<file path="src/rtl/rope_collision_detector.sv">
// rope_collision_detector
//
// Watches the per-pixel drawing requests of the rope and the player during
// each video frame and turns them into frame-level game events:
//   * a debounced "player holds the rope" level (grab/release hysteresis),
//   * a one-cycle pulse that reverses the rope swing when the rope touches a
//     horizontal screen edge, rate-limited by a per-frame cooldown,
//   * the X column where the grab happened,
//   * an optional saturating count of frames that contained an overlap.
//
// A frame is everything sampled from one startOfFrame pulse (inclusive) up
// to the next one (exclusive). The clock edge that samples startOfFrame=1
// evaluates the finished frame and restarts the accumulators with the
// current-cycle sample, so every frame-level output changes one cycle after
// the pulse is presented.
//
// Optional feature macro: ROPE_HIT_COUNTER_EN
//   defined   -> hitCount counts overlap frames, saturating at 255
//   undefined -> hitCount is tied to 0 and no counter is built
//
// Parameters:
//   GRAB_FRAMES     consecutive overlap frames that latch a grab   (1..7)
//   RELEASE_FRAMES  consecutive clean frames that release          (1..7)
//   COOLDOWN_FRAMES frames dirToggle stays suppressed after a toggle (0..15)
//   LEFT_X/RIGHT_X  screen-edge columns that trigger a direction toggle
//
// Ports:
//   clk           system clock
//   resetN        asynchronous active-low reset
//   startOfFrame  one-cycle frame-start pulse
//   pixelX/pixelY current VGA pixel coordinates (pixelY is not needed here)
//   ropeDR        rope drawing request for the current pixel
//   playerDR      player drawing request for the current pixel
//   dirToggle     one-cycle pulse: reverse the rope swing direction
//   playerOnRope  level: the player holds the rope
//   grabX         pixelX of the first overlap in the frame that latched the grab
//   hitCount      number of frames containing an overlap
module rope_collision_detector #(
    parameter int GRAB_FRAMES     = 2,
    parameter int RELEASE_FRAMES  = 3,
    parameter int COOLDOWN_FRAMES = 4,
    parameter int LEFT_X          = 0,
    parameter int RIGHT_X         = 639
) (
    input  logic        clk,
    input  logic        resetN,
    input  logic        startOfFrame,
    input  logic [10:0] pixelX,
    input  logic [10:0] pixelY,
    input  logic        ropeDR,
    input  logic        playerDR,
    output logic        dirToggle,
    output logic        playerOnRope,
    output logic [10:0] grabX,
    output logic [7:0]  hitCount
);

    localparam logic [10:0] LEFT_COL  = 11'(LEFT_X);
    localparam logic [10:0] RIGHT_COL = 11'(RIGHT_X);
    localparam logic [3:0]  GRAB_N    = 4'(GRAB_FRAMES);
    localparam logic [3:0]  REL_N     = 4'(RELEASE_FRAMES);
    localparam logic [3:0]  COOL_N    = 4'(COOLDOWN_FRAMES);

    typedef enum logic [1:0] {
        FREE      = 2'd0,
        GRAB_PEND = 2'd1,
        ON_ROPE   = 2'd2,
        REL_PEND  = 2'd3
    } state_t;

    // Grab FSM state; kept as a named signal so checkers can bind to it.
    state_t      state, state_nxt;
    logic [2:0]  cnt, cnt_nxt;
    logic [3:0]  cnt_inc;
    logic [3:0]  cooldown;

    logic        overlap_seen, edge_seen;
    logic [10:0] first_x;
    logic        sample_ov, sample_edge;
    logic        toggle_now, grab_load;

    // Vertical position plays no part in the collision rules.
    logic unused_pixel_y;
    assign unused_pixel_y = ^pixelY;

    assign sample_ov   = ropeDR && playerDR;
    assign sample_edge = ropeDR && ((pixelX <= LEFT_COL) || (pixelX >= RIGHT_COL));

    // Frame accumulators. On a startOfFrame edge the old contents are the
    // finished frame's result and the new frame begins with this cycle.
    always_ff @(posedge clk or negedge resetN) begin
        if (!resetN) begin
            overlap_seen <= 1'b0;
            edge_seen    <= 1'b0;
            first_x      <= '0;
        end else if (startOfFrame) begin
            overlap_seen <= sample_ov;
            edge_seen    <= sample_edge;
            first_x      <= sample_ov ? pixelX : 11'd0;
        end else begin
            if (sample_ov && !overlap_seen) begin
                first_x <= pixelX;
            end
            overlap_seen <= overlap_seen | sample_ov;
            edge_seen    <= edge_seen | sample_edge;
        end
    end

    // Direction toggle with per-frame cooldown.
    assign toggle_now = startOfFrame && edge_seen && (cooldown == 4'd0);

    always_ff @(posedge clk or negedge resetN) begin
        if (!resetN) begin
            cooldown  <= 4'd0;
            dirToggle <= 1'b0;
        end else begin
            dirToggle <= toggle_now;
            if (toggle_now) begin
                cooldown <= COOL_N;
            end else if (startOfFrame && (cooldown != 4'd0)) begin
                cooldown <= cooldown - 4'd1;
            end
        end
    end

    // Grab FSM: state register.
    always_ff @(posedge clk or negedge resetN) begin
        if (!resetN) begin
            state <= FREE;
            cnt   <= 3'd0;
        end else begin
            state <= state_nxt;
            cnt   <= cnt_nxt;
        end
    end

    assign cnt_inc = {1'b0, cnt} + 4'd1;

    // Grab FSM: next state, advanced once per evaluated frame.
    always_comb begin
        state_nxt = state;
        cnt_nxt   = cnt;
        if (startOfFrame) begin
            case (state)
                FREE: begin
                    if (overlap_seen) begin
                        if (GRAB_N == 4'd1) begin
                            state_nxt = ON_ROPE;
                            cnt_nxt   = 3'd0;
                        end else begin
                            state_nxt = GRAB_PEND;
                            cnt_nxt   = 3'd1;
                        end
                    end
                end
                GRAB_PEND: begin
                    if (overlap_seen) begin
                        if (cnt_inc == GRAB_N) begin
                            state_nxt = ON_ROPE;
                            cnt_nxt   = 3'd0;
                        end else begin
                            cnt_nxt = cnt_inc[2:0];
                        end
                    end else begin
                        state_nxt = FREE;
                        cnt_nxt   = 3'd0;
                    end
                end
                ON_ROPE: begin
                    if (!overlap_seen) begin
                        if (REL_N == 4'd1) begin
                            state_nxt = FREE;
                            cnt_nxt   = 3'd0;
                        end else begin
                            state_nxt = REL_PEND;
                            cnt_nxt   = 3'd1;
                        end
                    end
                end
                REL_PEND: begin
                    if (overlap_seen) begin
                        state_nxt = ON_ROPE;
                        cnt_nxt   = 3'd0;
                    end else if (cnt_inc == REL_N) begin
                        state_nxt = FREE;
                        cnt_nxt   = 3'd0;
                    end else begin
                        cnt_nxt = cnt_inc[2:0];
                    end
                end
                default: begin
                    state_nxt = FREE;
                    cnt_nxt   = 3'd0;
                end
            endcase
        end
    end

    assign playerOnRope = (state == ON_ROPE) || (state == REL_PEND);

    // grabX only captures a fresh grab; re-grabbing from REL_PEND keeps it.
    assign grab_load = (state_nxt == ON_ROPE) && ((state == FREE) || (state == GRAB_PEND));

    always_ff @(posedge clk or negedge resetN) begin
        if (!resetN) begin
            grabX <= '0;
        end else if (grab_load) begin
            grabX <= first_x;
        end
    end

`ifdef ROPE_HIT_COUNTER_EN
    always_ff @(posedge clk or negedge resetN) begin
        if (!resetN) begin
            hitCount <= 8'd0;
        end else if (startOfFrame && overlap_seen && (hitCount != 8'd255)) begin
            hitCount <= hitCount + 8'd1;
        end
    end
`else
    assign hitCount = 8'd0;
`endif

endmodule

</file>
<file path="config.mk">
export PLATFORM = sky130hd
export DESIGN_NAME = rope_collision_detector
export DESIGN_NICKNAME = d
export VERILOG_FILES = /design/src/rtl/rope_collision_detector.sv
export SDC_FILE = /design/constraint.sdc
export NUM_CORES = 1
export LEC_CHECK = 0
export BUFFER_PORTS_ARGS = -buffer_cell sky130_fd_sc_hd__buf_4
export CORE_UTILIZATION = 35
export CTS_CLUSTER_DIAMETER = 30
export DETAILED_ROUTE_END_ITERATION = 10
export PLACE_DENSITY = 0.69
export SLEW_MARGIN = 20
export SYNTH_ARGS = -nofsm -noshare
export SYNTH_HDL_FRONTEND = slang
export SYNTH_SLANG_ARGS = --single-unit
</file>
<file path="constraint.sdc">
create_clock -name clk -period 2 [get_ports clk]
set_input_delay 0.4 -clock clk [delete_from_list [all_inputs] [get_ports clk]]
set_output_delay 0.4 -clock clk [all_outputs]
set_load 0.1 [all_outputs]
</file>
==> summary.md <==
| Metric | Value |
|---|---|
| Status | `finished with violations` |
| Failing checks | `design-rule violations` |
| Die Height | `between 70 and 80 um` |
| Cell Area, Synth | `0.00168 mm2` |
| Routed wire per std cell | `around 14 um` |
| Clk_skew | `between 3 and 4 ps` |
| RSZ-0062 raised after global routing | `no` |
| Skew-Pair Late Insertion Delay | `between 200 and 300 ps` |
| Reg2Reg Depth | `5` |
| Mapped Cells | `between 100 and 150` |
| Top delay family on crit path | `multiplexers` |
| FF+latch count, synth | `34` |
| WL final | `about 3100 um` |
| CP Buf/Inv Count | `1` |
| # H-tree levels | `2` |
| Dpl hpwl | `between 2000 and 2500 um` |
| Clk sinks | `34` |
| I/O pin total | `48` |
| CTS Buf Count | `5` |
| Antenna violations before repair | `0` |
| Worst-Margin Slew | `between 800 and 900 ps` |
| Slowest-stage cell, CP | `dfrtp_1` |
| Synthesized area per cell | `between 10 and 15 um2` |
| Hold Fails Final Rpt | `0` |
| Clk slew on worst S/H paths | `approximately 70 ps` |
| R2R setup slack | `around 270 ps` |
| RR Endpoint | `grabX[7]` |
| Reg2reg start | `cnt[1]` |
| Synth area leader | `dfrtp_1` |
| Post-CTS setup buffer count | `0` |
| Post-CTS sizing | `0` |
| ANT cells | `0` |
| Setup violators final | `0` |
| Total negative setup slack | `0 ps` |
| Port bufs | `28` |
| Slowest cell delay on critical path | `430 ps` |
| Final Util | `roughly 45%` |
| Arrival time at the worst endpoint | `1910 ps` |
| Cell leakage power | `1.01 nW` |
| Clock Path Buffers | `2` |
| Worst-path cell chain | `ha_1 -> mux2_4 -> nand3_2 -> buf_12 -> mux2_2` |
| CP endpoint kind | `register` |
| DR pass1 iterations | `7` |
| Vias | `1143` |
| Most frequent cells in the layout | `dfrtp_1, buf_4, mux2_4, a22o_1` |
| Clk root buf | `clkbuf_8` |
| Crit share post-route | `a little under 90%` |
| Area Growth Syn to Fin | `20.1%` |
| Initial Util | `about 38%` |
| Max Freq | `around 580 MHz` |
| Top cells by area, synth | `dfrtp_1, mux2_4, a22o_1, buf_4, ha_1` |
| Setup CP Type | `register to register` |
| Layout fillers | `approximately 400` |
| Synth warnings | `0` |
| GR Util All Layers | `13.4%` |
| Smallest setup slack after layout | `about 270 ps` |
| Slew margin rel. | `40.6%` |
| Vias per inst | `5.15` |
| Largest net degree at the start of global routing | `35` |
| Crit path launch type | `register` |
| Reg area | `roughly 850 um2` |
| Cts hold-fix bufs | `0` |
| Worst endpoint required time | `~2200 ps` |
| CTS tree | `done` |
| Max Transition Viols Final | `0` |
| Antenna viol nets, final | `0` |
| Pwr Density | `between 1500 and 2000 mW/mm2` |
| Placer Congestion | `0.803` |
| Die Width | `just over 70 um` |
| Tmin final | `between 1500 and 2000 ps` |
| Post-synthesis cell type count | `36` |
| Nets | `between 200 and 250` |
| Number of global-route vias before repair | `1129` |
| DR iter-0 viols | `59` |
| Residual DRC count | `1` |
| Die area | `0.00508 mm2` |
| First-pass GRT wire length | `approximately 5000 um` |
| Commonest non-fill, non-tap cell in the layout | `dfrtp_1` |
| Grt total ovfl | `0` |
| Min-delay worst type | `input pin to async pin` |
| Hold Slack | `approximately 40 ps` |
| Cell row count | `24` |
| Layout cell share with drive strength beyond 1 | `approximately a third` |
| Core area | `0.00447 mm2` |
| Register area share after synthesis | `about half` |
| Footprint of the multi-input gates | `roughly 720 um2` |
| Worst vdd ir | `a little over 0.5 mV` |
| Max-cap violations | `0` |
| Place WS | `282 ps` |
| Yosys top cell area share | `between 50% and 60%` |
| Crit path max fanout | `11` |
==> registers in the layout (all words and copies together), names as in the netlist <==
signal        cells
first_x          11
grabX            11
cooldown          4
cnt               3
state             2
dirToggle         1
edge_seen         1
overlap_seen      1
==> cells in the mapped netlist <==
library cell  number
a2111oi_2          1
a211o_1            1
a21boi_1           1
a21oi_1            1
a221o_1            2
a22o_1            11
a22oi_1            1
a311oi_1           3
a31o_2             2
a31oi_1            2
a32o_1             1
a41oi_1            1
and2_1             1
and3_1             2
buf_2              3
buf_4              9
buf_6              1
clkbuf_1           3
conb_1             1
dfrtp_1           34
ha_1               5
inv_1              8
mux2_2             2
mux2_4            11
nand2_1            7
nand2b_4           1
nand3_1            3
nand3_2            1
nand4_1            1
nor2_1             6
nor3_1             1
nor4_1             2
nor4b_1            1
o21ai_0            8
o2bb2ai_1          2
xor2_1             1
==> worst max path at each step <==
stage / slack, ps / startpoint / cells after the start / endpoint
2_1_floorplan: 320 / state[1] / 2 / playerOnRope
3_3_place_gp: 290 / cnt[1] / 5 / grabX[7]
3_5_place_dp: 280 / cnt[1] / 5 / grabX[7]
4_1_cts: 270 / cnt[1] / 5 / grabX[7]
5_1_grt: 200 / cnt[1] / 5 / grabX[7]
6_report: 270 / cnt[1] / 5 / grabX[7]
==> cells by family (layout without fill, tap and decap cells) <==
| family | count (synthesis) | in the layout | share of synthesized area [%] |
|---|---|---|---|
| other | 1 | 8 | 0.223 |
| xor gates and xnor gates | 1 | 1 | 0.521 |
| adders and majority gates | 5 | 5 | 3.72 |
| DFF | 34 | 34 | 50.6 |
| AOI/OAI and AO/OA | 37 | 37 | 17.4 |
| and+or+nand+nor | 26 | 26 | 8.26 |
| muxes | 13 | 13 | 11.2 |
| buffers and inverters | 24 | 46 | 8.04 |
==> worst register-to-register path: cells and delay by family, from the launching register on <==
| kind | cells | cell delay [ps] |
|---|---|---|
| adder cells (fa/ha/maj) | 1 | 240 |
| buffers and inverters | 1 | 150 |
| flip-flops | 1 | 430 |
| multiplexers | 2 | 690 |
| AND/OR/NAND/NOR | 1 | 110 |
==> where the power goes <==
part           switching, W  internal [W]
combinational       0.00104      0.000429
clock              0.000263      0.000370
sequential         0.000133      0.000864
==> final cells by class <==
| cell class | instances | area share [%] |
|---|---|---|
| clock inverters | 3 | 2.23 |
| clock buffers | 5 | 3.41 |
| inverters | 8 | 1.49 |
| repair buffers | 30 | 11.8 |
| well taps | 52 | 3.22 |
| flip-flops and latches | 34 | 42.2 |
| multi-input cells | 90 | 35.7 |
==> stage by stage <==
stage	cell area [um2]	std cells	power, W
2_1_floorplan	1710	148	0.00220
3_3_place_gp	1900	214	0.00247
3_5_place_dp	1900	214	0.00248
4_1_cts	2020	222	0.00313
5_1_grt	2020	222	0.00325
6_report	2020	222	0.00310
==> per-layer routing <==
layer  vias up  global-route usage, %  share of wire [%]
li1        558                      -                  -
met1       554                   16.4                 47
met2        26                   20.6                 47
met3         5                   4.36                3.8
met4         0                   8.22                2.4
met5         -                      0                  0
No activity file was read; power rests on OpenSTA's default activity.
